==> src/rtl/fifo_pkg.sv <==
// Shared types and helpers for the parametrised FIFO.
// The {read, write} request pair is decoded into fifo_op_e so that the
// control logic reads as a case over operations rather than raw bits.
package fifo_pkg;

  typedef enum logic [1:0] {
    OP_IDLE = 2'b00,
    OP_WR   = 2'b01,
    OP_RD   = 2'b10,
    OP_RW   = 2'b11
  } fifo_op_e;

  // Pointer width for a FIFO of the given depth.
  function automatic int ADDR_W(input int depth);
    return $clog2(depth);
  endfunction

endpackage

==> src/rtl/fifo_mem.sv <==
// Storage array for fifo_param: one synchronous write port and one
// asynchronous read port. The array carries no reset, so its contents are
// undefined until written; the control logic never exposes an unwritten word.
module fifo_mem
  import fifo_pkg::*;
#(
  parameter int WIDTH = 8,
  parameter int DEPTH = 32
) (
  input  logic                      clk,
  input  logic                      wr_en,
  input  logic [ADDR_W(DEPTH)-1:0]  wr_addr,
  input  logic [WIDTH-1:0]          wr_data,
  input  logic [ADDR_W(DEPTH)-1:0]  rd_addr,
  output logic [WIDTH-1:0]          rd_data
);

  logic [WIDTH-1:0] mem_q [DEPTH];

  // Write port: store the incoming word at the write pointer.
  always_ff @(posedge clk) begin
    if (wr_en) begin
      mem_q[wr_addr] <= wr_data;
    end
  end

  assign rd_data = mem_q[rd_addr];

endmodule

==> src/rtl/fifo_param.sv <==
// Parametrised circular-buffer FIFO with occupancy counter, full/empty and
// almost-full/almost-empty flags, and one-cycle overflow/underflow pulses.
// Build option FIFO_FWFT_EN selects first-word-fall-through reads: the head
// word is shown combinationally and read acts as its acknowledge. Without
// it, reads are registered with one cycle of latency and a read+write on an
// empty FIFO passes the written word straight through.
module fifo_param
  import fifo_pkg::*;
#(
  parameter int WIDTH     = 8,
  parameter int DEPTH     = 32,
  parameter int AF_THRESH = DEPTH - 4,
  parameter int AE_THRESH = 4
) (
  input  logic                      clk,
  input  logic                      reset,
  input  logic [WIDTH-1:0]          dato_entrada,
  input  logic                      write,
  input  logic                      read,
  output logic [WIDTH-1:0]          dato_salida,
  output logic                      dato_valido,
  output logic [ADDR_W(DEPTH):0]    use_dw,
  output logic                      lleno,
  output logic                      vacio,
  output logic                      casi_lleno,
  output logic                      casi_vacio,
  output logic                      overflow,
  output logic                      underflow
);

  localparam int AW = ADDR_W(DEPTH);
  localparam int CW = AW + 1;
  localparam logic [CW-1:0] FULL_CNT = CW'(DEPTH);

  // Elaboration-time parameter sanity checks.
  if (WIDTH < 1) begin : g_width_chk
    $error("fifo_param: WIDTH must be at least 1");
  end
  if ((DEPTH < 4) || ((DEPTH & (DEPTH - 1)) != 0)) begin : g_depth_chk
    $error("fifo_param: DEPTH must be a power of two and at least 4");
  end
  if (!((AE_THRESH < AF_THRESH) && (AF_THRESH <= DEPTH))) begin : g_thresh_chk
    $error("fifo_param: thresholds must satisfy AE_THRESH < AF_THRESH <= DEPTH");
  end

  fifo_op_e op;

  logic [AW-1:0]    wr_ptr_q, wr_ptr_d;
  logic [AW-1:0]    rd_ptr_q, rd_ptr_d;
  logic [CW-1:0]    count_q, count_d;
  logic             overflow_q, overflow_d;
  logic             underflow_q, underflow_d;
  logic             rd_acc, wr_acc;
  logic [WIDTH-1:0] mem_rdata;
`ifndef FIFO_FWFT_EN
  logic             pass_thru;
  logic [WIDTH-1:0] dout_q, dout_d;
  logic             valid_q, valid_d;
`endif

  assign op = fifo_op_e'({read, write});

  // Flags are pure decodes of the registered occupancy counter.
  assign use_dw     = count_q;
  assign vacio      = (count_q == '0);
  assign lleno      = (count_q == FULL_CNT);
  assign casi_lleno = (count_q >= CW'(AF_THRESH));
  assign casi_vacio = (count_q <= CW'(AE_THRESH));
  assign overflow   = overflow_q;
  assign underflow  = underflow_q;

  fifo_mem #(
    .WIDTH (WIDTH),
    .DEPTH (DEPTH)
  ) u_mem (
    .clk     (clk),
    .wr_en   (wr_acc),
    .wr_addr (wr_ptr_q),
    .wr_data (dato_entrada),
    .rd_addr (rd_ptr_q),
    .rd_data (mem_rdata)
  );

  // Decide which requests are accepted this cycle and which error pulse fires.
  always_comb begin
    rd_acc      = 1'b0;
    wr_acc      = 1'b0;
    overflow_d  = 1'b0;
    underflow_d = 1'b0;
`ifndef FIFO_FWFT_EN
    pass_thru   = 1'b0;
`endif
    unique case (op)
      OP_IDLE: ;
      OP_WR: begin
        wr_acc     = !lleno;
        overflow_d = lleno;
      end
      OP_RD: begin
        rd_acc      = !vacio;
        underflow_d = vacio;
      end
      OP_RW: begin
`ifdef FIFO_FWFT_EN
        // Nothing is shown while empty, so the acknowledge is rejected
        // even though the write lands.
        rd_acc      = !vacio;
        wr_acc      = !lleno || rd_acc;
        underflow_d = vacio;
`else
        // On empty the word bypasses storage and goes straight to the output.
        pass_thru = vacio;
        rd_acc    = !vacio;
        wr_acc    = !vacio && (!lleno || rd_acc);
`endif
      end
      default: ;
    endcase
  end

  // Next pointer and occupancy values from the accepted operations.
  always_comb begin
    wr_ptr_d = wr_ptr_q;
    rd_ptr_d = rd_ptr_q;
    count_d  = count_q;
    if (wr_acc) begin
      wr_ptr_d = wr_ptr_q + AW'(1);
    end
    if (rd_acc) begin
      rd_ptr_d = rd_ptr_q + AW'(1);
    end
    case ({wr_acc, rd_acc})
      2'b10:   count_d = count_q + CW'(1);
      2'b01:   count_d = count_q - CW'(1);
      default: count_d = count_q;
    endcase
  end

  // Pointer, counter and error-pulse registers.
  always_ff @(posedge clk or negedge reset) begin
    if (!reset) begin
      wr_ptr_q    <= '0;
      rd_ptr_q    <= '0;
      count_q     <= '0;
      overflow_q  <= 1'b0;
      underflow_q <= 1'b0;
    end else begin
      wr_ptr_q    <= wr_ptr_d;
      rd_ptr_q    <= rd_ptr_d;
      count_q     <= count_d;
      overflow_q  <= overflow_d;
      underflow_q <= underflow_d;
    end
  end

`ifdef FIFO_FWFT_EN
  // Head word is visible whenever the FIFO holds data; zero when empty so
  // that stale or unwritten storage never appears on the output.
  assign dato_salida = vacio ? '0 : mem_rdata;
  assign dato_valido = !vacio;
`else
  // Output word: load on an accepted read or a pass-through, else hold.
  always_comb begin
    dout_d  = dout_q;
    valid_d = 1'b0;
    if (rd_acc) begin
      dout_d  = mem_rdata;
      valid_d = 1'b1;
    end else if (pass_thru) begin
      dout_d  = dato_entrada;
      valid_d = 1'b1;
    end
  end

  // Registered read data and its one-cycle valid strobe.
  always_ff @(posedge clk or negedge reset) begin
    if (!reset) begin
      dout_q  <= '0;
      valid_q <= 1'b0;
    end else begin
      dout_q  <= dout_d;
      valid_q <= valid_d;
    end
  end

  assign dato_salida = dout_q;
  assign dato_valido = valid_q;
`endif

endmodule

==> config.mk <==
export PLATFORM = sky130hd
export DESIGN_NAME = fifo_param
export DESIGN_NICKNAME = d
export VERILOG_FILES = /design/src/rtl/fifo_pkg.sv /design/src/rtl/fifo_mem.sv /design/src/rtl/fifo_param.sv
export SDC_FILE = /design/constraint.sdc
export NUM_CORES = 1
export LEC_CHECK = 0
export BUFFER_PORTS_ARGS = -buffer_cell sky130_fd_sc_hd__clkbuf_2
export CORE_UTILIZATION = 61
export DETAILED_ROUTE_END_ITERATION = 6
export PLACE_DENSITY_LB_ADDON = 0.1
export SLEW_MARGIN = 5
export SYNTH_ARGS = -nofsm -noshare
export SYNTH_HDL_FRONTEND = slang
export SYNTH_HIERARCHICAL = 1
export SYNTH_SLANG_ARGS = --single-unit
==> constraint.sdc <==
create_clock -name clk -period 2.7 [get_ports clk]
set_clock_uncertainty 0.05 [all_clocks]
set_input_delay 0.27 -clock clk [delete_from_list [all_inputs] [get_ports clk]]
set_output_delay 0.27 -clock clk [all_outputs]
set_load 0.005 [all_outputs]
==> impl_metrics.yaml <==
sta:
  max_freq_mhz: 381
  drv_slew: 0
  tightestPinTransition_ns: 0.785
  setup_viol: 0
  setup-tns-final_ns: 0
  rsz0062_at_grt: "false"
  min_period_ns: 2.63
  fin_crit_sh_pct: 97.3
  hold_viol: 0
  slew_headroom_pct: 47.7
floorplan:
  row_count: 49
  initial_core_util_pct: 62.4
  io_pins: 33
  die_w_um: 138
  dieArea_sq_um: 19000
  die_height_um: 138
  core_sq_um: 18000
worst_setup_path:
  worst-setup-path-type: "reg -> reg"
  cp_cell_sequence: "buf_4 > mux4_2 > mux4_2 > mux2_2 > o22ai_1 > a21oi_1"
  cp_top_family: "multiplexers"
  worst-path-buf-inv: 1
  arrival_ns: 2.98
  start_kind: "register"
  crit_required_ns: 3.05
  slowest_stage: "mux4_2"
  endpoint_kind: "register"
  cpPeakStageDelay_ns: 0.59
  path_common_cell: "mux4_2"
  cp_max_fo: 10
synth:
  yosys.area_share.adder_pct: 0.957
  synthMuxAreaShare_pct: 17.1
  syn_area_sq_um: 11200
  ys_seq_area_share_pct: 74.4
  yosys.area_share.simple_pct: 3.67
  syn_nets: 556
  synth_edf_count: 256
  postSynthAreaPerCell_sq_um: 21.0
  ys.flop_type: "edfxtp_1"
  async_flop_share_pct: 9.54
  synth-xor-area-share_pct: 1.09
  synth_compound_area_share_pct: 1.38
  ys_types: 41
  ys_ff_latch: 283
  ys_warn_count: 6
  synth_top_family_by_area: "multiplexers"
  postSynthCellCount: 536
route:
  vias_per_cell: 6.43
  wl_um: 23400
  antenna_left: 0
  remaining_drc_errors: 0
  wl_per_cell_um: 26.9
  first_iter_violations: 541
  vias: 5595
  firstDrtPassIters: 5
placement:
  dp_hpwl_um: 14400
  dp.cells: 818
  io_buffer_count: 32
  gp_congestion: 0.816
  placed_cell_area_sq_um: 12000
finish:
  syn_to_final_growth_pct: 14.8
  final_common_cell: "edfxtp_1"
  insertedDiodeCount: 0
  drive_gt1_share_pct: 34.8
  design_area_sq_um: 12900
  area.sequential_sq_um: 8370
  fillers: 1088
  layout.nets: 641
  fin_cells: 870
  final_cell_mix: "256 x edfxtp_1, 80 x mux4_2, 45 x nor2_1"
  fin_util_pct: 71.6
  multi_input_area_sq_um: 2740
global_routing:
  grtUsageTotal_pct: 26.4
  grt_pass1_wl_um: 35000
  overflow: 0
  antenna_found_initial: 0
  grt_pass1_vias: 5614
  grt_max_degree: 34
clock_network:
  cts.sinks: 283
  cts_buffer_depth: 3
  clockRootBuffer: "clkbuf_16"
  cts_tree: "done"
  clk_pin_slew_worst_paths_ns: 0.06
  numCtsBuffers: 28
  cts_max_level: 1
  clkLatencyLatePin_ns: 0.53
run:
  max_cap_viol_count: 0
pwr:
  p_leak_nw: 4.37
  pwr_density_cell_nw_per_um2: 1050
  peakVddDrop_mv: 0.710
outcome:
  status: "complete, no violations"
hold_path:
  hold_path_class: "in -> reg"
[path summary, 6_finish.rpt]
path,start,end,slack [ns],cells past startpoint
max in group asynchronous,reset,rd_ptr_q[0],1.78,2
setup reg to reg,rd_ptr_q[0],dato_salida[2],0.07,6
hold / removal,read,dato_salida[4],0.11,3
hold reg to reg,dato_salida[4],dato_salida[4],0.49,2
min in group asynchronous,reset,use_dw[3],0.27,2
setup / recovery,rd_ptr_q[0],dato_salida[2],0.07,6
[layout make-up]
| cell class | count | area share [%] |
|---|---|---|
| Tap cell | 229 | 2.22 |
| Sequential cell | 283 | 64.8 |
| Timing Repair Buffer | 79 | 4.40 |
| Multi-Input combinational cell | 223 | 21.2 |
| Inverter | 6 | 0.174 |
| Clock inverter | 18 | 1.41 |
| Clock buffer | 32 | 5.71 |
[per-stage QoR]
step | power [mW] | hold WS (ns) | worst slack [ns]
6_report | 13.6 | 0.107 | 0.0729
5_1_grt | 14.1 | 0.116 | 0.00273
4_1_cts | 13.6 | 0.0851 | 0.0273
3_5_place_dp | 9.75 | 0.300 | -0.0336
3_3_place_gp | 9.67 | 0.283 | 0.0816
2_1_floorplan | 8.41 | -0.0756 | 0.210
[tightest hold or removal path: stages]
cell and delay (ns):
clkbuf_2 0.10, buf_4 0.19, a21oi_1 0.08
[cells in the mapped netlist, types with 7 or more instances]
master    count  share of area, %
edfxtp_1    256                68
clkbuf_1      8              0.27
mux2_2        8              0.80
ha_1          7              0.78
o22ai_1       8              0.45
dfrtp_1      27               6.0
nor2_1       45               1.5
mux4_2       80                16
a21oi_1      11              0.49
nand2_1       9              0.30
xnor2_1       8              0.62
[logic make-up (layout without fill, tap and decap cells)]
kind of cell               count (synthesis)  after routing
AOI/OAI and AO/OA                         27             27
buffers and inverters                     30            135
muxes                                     91             91
and+or+nand+nor                           83             83
adders and majority gates                  8              8
xor gates and xnor gates                  14             14
DFF                                      283            283
[metal layers]
layer  wire length, um  vias to the layer above  GRT usage, %  share of wire (%)
li1                  -                     2361             -                  -
met1             10200                     2983          40.9                 43
met2             11100                      233          40.3                 48
met3              1900                       18          4.97                8.1
met4               189                        0          4.71               0.81
met5                 0                        -             0                  0
[sequential cells by signal, indices dropped and copies added, names as in the netlist]
| signal | count |
|---|---|
| use_dw | 6 |
| u_mem/mem_q | 256 |
| rd_ptr_q | 5 |
| dato_salida | 8 |
| overflow | 1 |
| underflow | 1 |
| dato_valido | 1 |
| wr_ptr_q | 5 |
[report_power, final]
part / switching [mW] / total (mW) / internal (mW)
clock network: 1.53 / 3.85 / 2.32
registers: 0.353 / 5.58 / 5.23
logic: 2.03 / 4.15 / 2.12
total: 3.91 / 13.6 / 9.67
[what timing repair did]
item                                    CTS  global route
cloned                                    0             0
hold endpoints to repair                 28             0
resized for setup                         1             3
endpoints found under the setup margin    1             2
hold buffers                              2             0
pin swaps                                 0             2
buffers inserted                          0             0
Note: power is estimated with default switching activity, not from simulation.
